$ cat config.mk
export PLATFORM = sky130hd
export DESIGN_NAME = rtc_bus_sequencer
export DESIGN_NICKNAME = d
export VERILOG_FILES = /design/src/rtl/rtc_bus_pkg.sv /design/src/rtl/rtc_phase_timer.sv /design/src/rtl/rtc_bus_sequencer.sv
export SDC_FILE = /design/constraint.sdc
export NUM_CORES = 1
export LEC_CHECK = 0
export CAP_MARGIN = 20
export CORE_MARGIN = 2
export CORE_UTILIZATION = 49
export DETAILED_ROUTE_END_ITERATION = 7
export PLACE_DENSITY = 0.86
export SYNTH_ARGS = -nofsm -noshare
export SYNTH_HDL_FRONTEND = slang
export SYNTH_SLANG_ARGS = --single-unit
$ cat constraint.sdc
create_clock -name clk -period 4.7 [get_ports clk]
set_input_delay 0.47 -clock clk [delete_from_list [all_inputs] [get_ports clk]]
set_output_delay 0.47 -clock clk [all_outputs]
set_load 0.05 [all_outputs]
$ cat src/rtl/rtc_bus_pkg.sv
// Shared types and timing defaults for the RTC bus sequencer.
// Imported by the sequencer top and its phase timer.
package rtc_bus_pkg;

  typedef enum logic [3:0] {
    IDLE = 4'd0,
    A_SU = 4'd1,
    A_PW = 4'd2,
    A_HD = 4'd3,
    GAP  = 4'd4,
    D_SU = 4'd5,
    D_PW = 4'd6,
    D_HD = 4'd7,
    DONE = 4'd8
  } state_t;

  localparam int T_SU_DEF  = 2;
  localparam int T_PW_DEF  = 5;
  localparam int T_HD_DEF  = 2;
  localparam int T_GAP_DEF = 2;
  localparam int CW_DEF    = 4;

  localparam logic ADDR_PHASE = 1'b0;
  localparam logic DATA_PHASE = 1'b1;

endpackage

$ cat src/rtl/rtc_phase_timer.sv
// Loadable down counter timing one sequencer phase.
// last is high on the final cycle of the loaded phase.
module rtc_phase_timer #(
  parameter int CW = 4
) (
  input  logic          clk,
  input  logic          reset,
  input  logic          load,
  input  logic [CW-1:0] load_val,
  output logic          last
);

  logic [CW-1:0] cnt;

  always_ff @(posedge clk) begin
    if (!reset) begin
      cnt <= '0;
    end else if (load) begin
      cnt <= load_val;
    end else if (cnt != '0) begin
      cnt <= cnt - 1'b1;
    end
  end

  assign last = (cnt == '0);

endmodule

$ cat src/rtl/rtc_bus_sequencer.sv
// Multiplexed address/data bus sequencer for the external RTC.
// Outputs are registered from the next state so strobes never glitch.
module rtc_bus_sequencer
  import rtc_bus_pkg::*;
#(
  parameter int T_SU  = T_SU_DEF,
  parameter int T_PW  = T_PW_DEF,
  parameter int T_HD  = T_HD_DEF,
  parameter int T_GAP = T_GAP_DEF,
  parameter int CW    = CW_DEF
) (
  input  logic       clk,
  input  logic       reset,
  input  logic       start_wr,
  input  logic       start_rd,
  input  logic [7:0] addr,
  input  logic [7:0] wdata,
  input  logic [7:0] RTC_out,
  output logic [7:0] bus_out,
  output logic       bus_oe,
  output logic       A_D,
  output logic       CS,
  output logic       RD,
  output logic       WR,
  output logic       busy,
  output logic       done,
  output logic [7:0] rd_data
);

  localparam logic [CW-1:0] L_SU  = CW'(T_SU - 1);
  localparam logic [CW-1:0] L_PW  = CW'(T_PW - 1);
  localparam logic [CW-1:0] L_HD  = CW'(T_HD - 1);
  localparam logic [CW-1:0] L_GAP = CW'(T_GAP - 1);

  state_t        state, nxt;
  logic          is_wr;
  logic [7:0]    a_q, d_q;
  logic          last, load;
  logic [CW-1:0] lval;

  // Entry into A_SU happens from IDLE, before the latches update.
  logic       wr_n;
  logic [7:0] a_n, d_n;
  assign wr_n = (state == IDLE) ? start_wr : is_wr;
  assign a_n  = (state == IDLE) ? addr : a_q;
  assign d_n  = (state == IDLE) ? wdata : d_q;

  rtc_phase_timer #(.CW(CW)) u_timer (
    .clk      (clk),
    .reset    (reset),
    .load     (load),
    .load_val (lval),
    .last     (last)
  );

  always_comb begin
    nxt = state;
    unique case (state)
      IDLE: if (start_wr || start_rd) nxt = A_SU;
      A_SU: if (last) nxt = A_PW;
      A_PW: if (last) nxt = A_HD;
      A_HD: if (last) nxt = GAP;
      GAP:  if (last) nxt = D_SU;
      D_SU: if (last) nxt = D_PW;
      D_PW: if (last) nxt = D_HD;
      D_HD: if (last) nxt = DONE;
      DONE: nxt = IDLE;
      default: nxt = IDLE;
    endcase
  end

  always_comb begin
    load = (nxt != state);
    lval = '0;
    unique case (nxt)
      A_SU, D_SU: lval = L_SU;
      A_PW, D_PW: lval = L_PW;
      A_HD, D_HD: lval = L_HD;
      GAP:        lval = L_GAP;
      default:    lval = '0;
    endcase
  end

  logic       ad_d, cs_d, rd_d, wr_d, oe_d;
  logic [7:0] bus_d;

  always_comb begin
    ad_d  = DATA_PHASE;
    cs_d  = 1'b1;
    rd_d  = 1'b1;
    wr_d  = 1'b1;
    oe_d  = 1'b0;
    bus_d = 8'h00;
    unique case (nxt)
      A_SU, A_HD: begin
        ad_d  = ADDR_PHASE;
        oe_d  = 1'b1;
        bus_d = a_n;
      end
      A_PW: begin
        ad_d  = ADDR_PHASE;
        oe_d  = 1'b1;
        bus_d = a_n;
        cs_d  = 1'b0;
        wr_d  = 1'b0;
      end
      D_SU, D_HD: begin
        oe_d  = wr_n;
        bus_d = wr_n ? d_n : 8'h00;
      end
      D_PW: begin
        cs_d  = 1'b0;
        oe_d  = wr_n;
        bus_d = wr_n ? d_n : 8'h00;
        wr_d  = ~wr_n;
        rd_d  = wr_n;
      end
      default: ;
    endcase
  end

  always_ff @(posedge clk) begin
    if (!reset) begin
      state   <= IDLE;
      is_wr   <= 1'b0;
      a_q     <= 8'h00;
      d_q     <= 8'h00;
      A_D     <= DATA_PHASE;
      CS      <= 1'b1;
      RD      <= 1'b1;
      WR      <= 1'b1;
      bus_oe  <= 1'b0;
      bus_out <= 8'h00;
      busy    <= 1'b0;
      done    <= 1'b0;
      rd_data <= 8'h00;
    end else begin
      state   <= nxt;
      is_wr   <= wr_n;
      a_q     <= a_n;
      d_q     <= d_n;
      A_D     <= ad_d;
      CS      <= cs_d;
      RD      <= rd_d;
      WR      <= wr_d;
      bus_oe  <= oe_d;
      bus_out <= bus_d;
      busy    <= (nxt != IDLE);
      done    <= (nxt == DONE);
      if (state == D_PW && last && !is_wr) begin
        rd_data <= RTC_out;
      end
    end
  end

endmodule

==> flow_summary.yaml <==
critical_path:
  critPathMaxFanout: 27
  critical-path-max-stage-delay_ps: 950
  cp_top_family: "buffers and inverters"
  rrSetupSlack_ps: 2400
  cp_cell_sequence: "clkdlybuf4s50_1, nand2b_1, a21oi_1, or4b_1"
  cp-start-kind: "input pin"
  crit_type: "input pin to flip-flop"
  end_kind: "flip-flop"
  cpMaxStageDelayCell: "clkdlybuf4s50_1"
  worstPathRequired_ps: 4880
  crit_buf_inv: 1
  cp.arrival_ps: 2560
die:
  rows: 23
  initial_core_util: 0.510
  chipWidth_um: 68.8
  die_y_um: 68.8
  core_area_sq_um: 4030
  dieArea_sq_um: 4730
  io_pins: 51
power:
  ir_drop_mv: 0.313
  powerDensity_nw_per_um2: 581
  total_leakage_power_nw: 1.05
logic_synthesis:
  yosys_most_used_dff: "dfxtp_1"
  ys_async_sr_fraction: 0
  ys_seq_area_frac: 0.468
  syn_inst: 200
  synth.ff_latch_count: 48
  syn_nets: 229
  avgSynthCellArea_sq_um: 10.3
  synth_area_sq_um: 2050
  synth_edf_count: 0
  ys_warn_count: 0
  yosysUniqueCellTypes: 35
finish:
  diodes: 0
  final_util: 0.657
  drive_gt1_frac: 0.129
  areaGrowthSynthToFinish_pct: 28.7
  fin_area_sq_um: 2650
  finalNetCount: 277
  fillCellCount: 345
  fin_cells: 299
timing:
  slew_violations: 0
  tightest_slew_ps: 1170
  setup_viol: 0
  setup_tns_ps: 0
  finalClockSkew_ps: 7.67
  clock.fmax_mhz: 420
  finalHoldViolCount: 0
  min_period_ps: 2380
  rsz0062_at_grt: "false"
  relSlewSlack: 0.218
  setup_ws_ps: 2320
  post-route-period-util: 0.506
placement:
  dp_hpwl_um: 2840
  dpl_worst_slack_ps: 2000
  place_congestion: 0.843
  dpl-instance-area_sq_um: 2550
  port_buffers: 50
  dpl.cell_count: 291
route:
  drt_iter0_markers: 72
  drc_errors: 0
  ant_nets: 0
  routed_wirelength_um: 4060
  wl_per_cell_um: 13.6
  dr.pass1.iters: 4
  wl_met2_um: 1960
  highest_layer: "met4"
  via_count: 1556
  wl_met3_um: 231
  m1WireLength_um: 1810
  viasPerCell: 5.20
global_routing:
  antenna_found_initial: 0
  grt_pass1_vias: 1450
  overflow: 0
  grt_max_degree: 28
  grt.total_usage: 0.188
  grt_first_pass_wirelength_um: 6480
cts:
  clock_latency_ps: 300
  clock-sinks: 48
  clockBufferDepth: 2
  cts_root_buf: "clkbuf_8"
  path_clk_slew_ps: 80
  cts_tree: "built"
  post-cts-setup-buffers: 0
  cts_resized: 0
  h-tree-depth: 2
  hold_buffers: 0
  cts_buffers: 5
outcome:
  status: "complete, no violations"
hold_path:
  hp-class: "flip-flop to flip-flop"
flow_run:
  drv_cap: 0
through the flow:
stage	total power, mW	hold WS, ps
after floorplan	1.15	471
after global placement	1.28	488
after detailed placement	1.30	495
after CTS	1.55	511
after global routing	1.63	552
final	1.54	511
per-layer routing:
metal,up-vias,GRT usage
met5,-,0
li1,785,-
met1,725,0.224
met3,6,0.0487
met2,40,0.319
met4,0,0.0809
cell type report:
| cell class | instances | area [sq um] | area share |
|---|---|---|---|
| repair buffers | 51 | 508 | 0.192 |
| clock buffers | 6 | 82.6 | 0.0312 |
| clock inverters | 2 | 10.0 | 0.00378 |
| well taps | 50 | 62.6 | 0.0237 |
| inverters | 6 | 22.5 | 0.00851 |
| multi-input cells | 136 | 998 | 0.377 |
| flip-flops and latches | 48 | 961 | 0.363 |
final timing paths:
check | end | depth (start not counted) | startpoint
min | u_timer.cnt[1] | 2 | u_timer.cnt[1]
min reg2reg | u_timer.cnt[1] | 2 | u_timer.cnt[1]
max | RD | 4 | reset
max reg2reg | bus_out[4] | 6 | u_timer.cnt[0]
flip-flops by register name (all words and copies together) (netlist names), 4 cells and up:
register     flops
bus_out          8
d_q              8
rd_data          8
a_q              8
u_timer.cnt      4
state            4
cells in the mapped netlist, drive strengths merged (2+ instances only):
library cell	n	area, sq um
nand2b	10	62.6
clkbuf	2	7.51
nor2b	18	113
buf	8	65.1
nor2	10	37.5
or2	2	12.5
and2	8	50.1
mux2	10	116
dfxtp	48	961
nand2	7	26.3
a21oi	18	128
o21ai	4	20.0
nand3b	2	15.0
mux2i	17	170
inv	6	22.5
o21bai	2	15.0
o211ai	8	60.1
nor3	6	30.0
kinds of logic (layout without fill, tap and decap cells):
family,count (synthesis),in the layout,synth area share
simple gates,71,71,0.211
buf+inv,16,65,0.0463
mux,27,27,0.139
fa+ha+maj,1,1,0.00609
compound gates,37,37,0.129
flops,48,48,0.468
power breakdown:
part	total [mW]	switching [mW]	internal [mW]
Combinational	0.721	0.408	0.313
Clock	0.248	0.130	0.117
Sequential	0.569	0.0650	0.504
worst reg2reg max path, stage by stage, from the launching register on:
cell	delay (ps)
dfxtp_1	330
inv_1	70
ha_1	260
and4bb_4	240
a221oi_1	990
nand2b_1	190
a21oi_2	150
cells in the final DEF (no fill, tap or decap), types with 2 or more instances in the layout:
master and count:
nor2_1 10, clkdlybuf4s50_1 50, nand3b_1 2, clkbuf_8 6, nand2_1 7, nand2b_1 10
mux2i_1 17, or2_1 2, inv_1 6, dfxtp_1 48, o21bai_1 2, clkinv_2 2
a21oi_1 8, nor3_1 6, o21ai_0 4, o211ai_1 8, a21oi_2 10, nor2b_1 18
and2_1 8, mux2_2 9
Power figures use the tool's default switching activity.
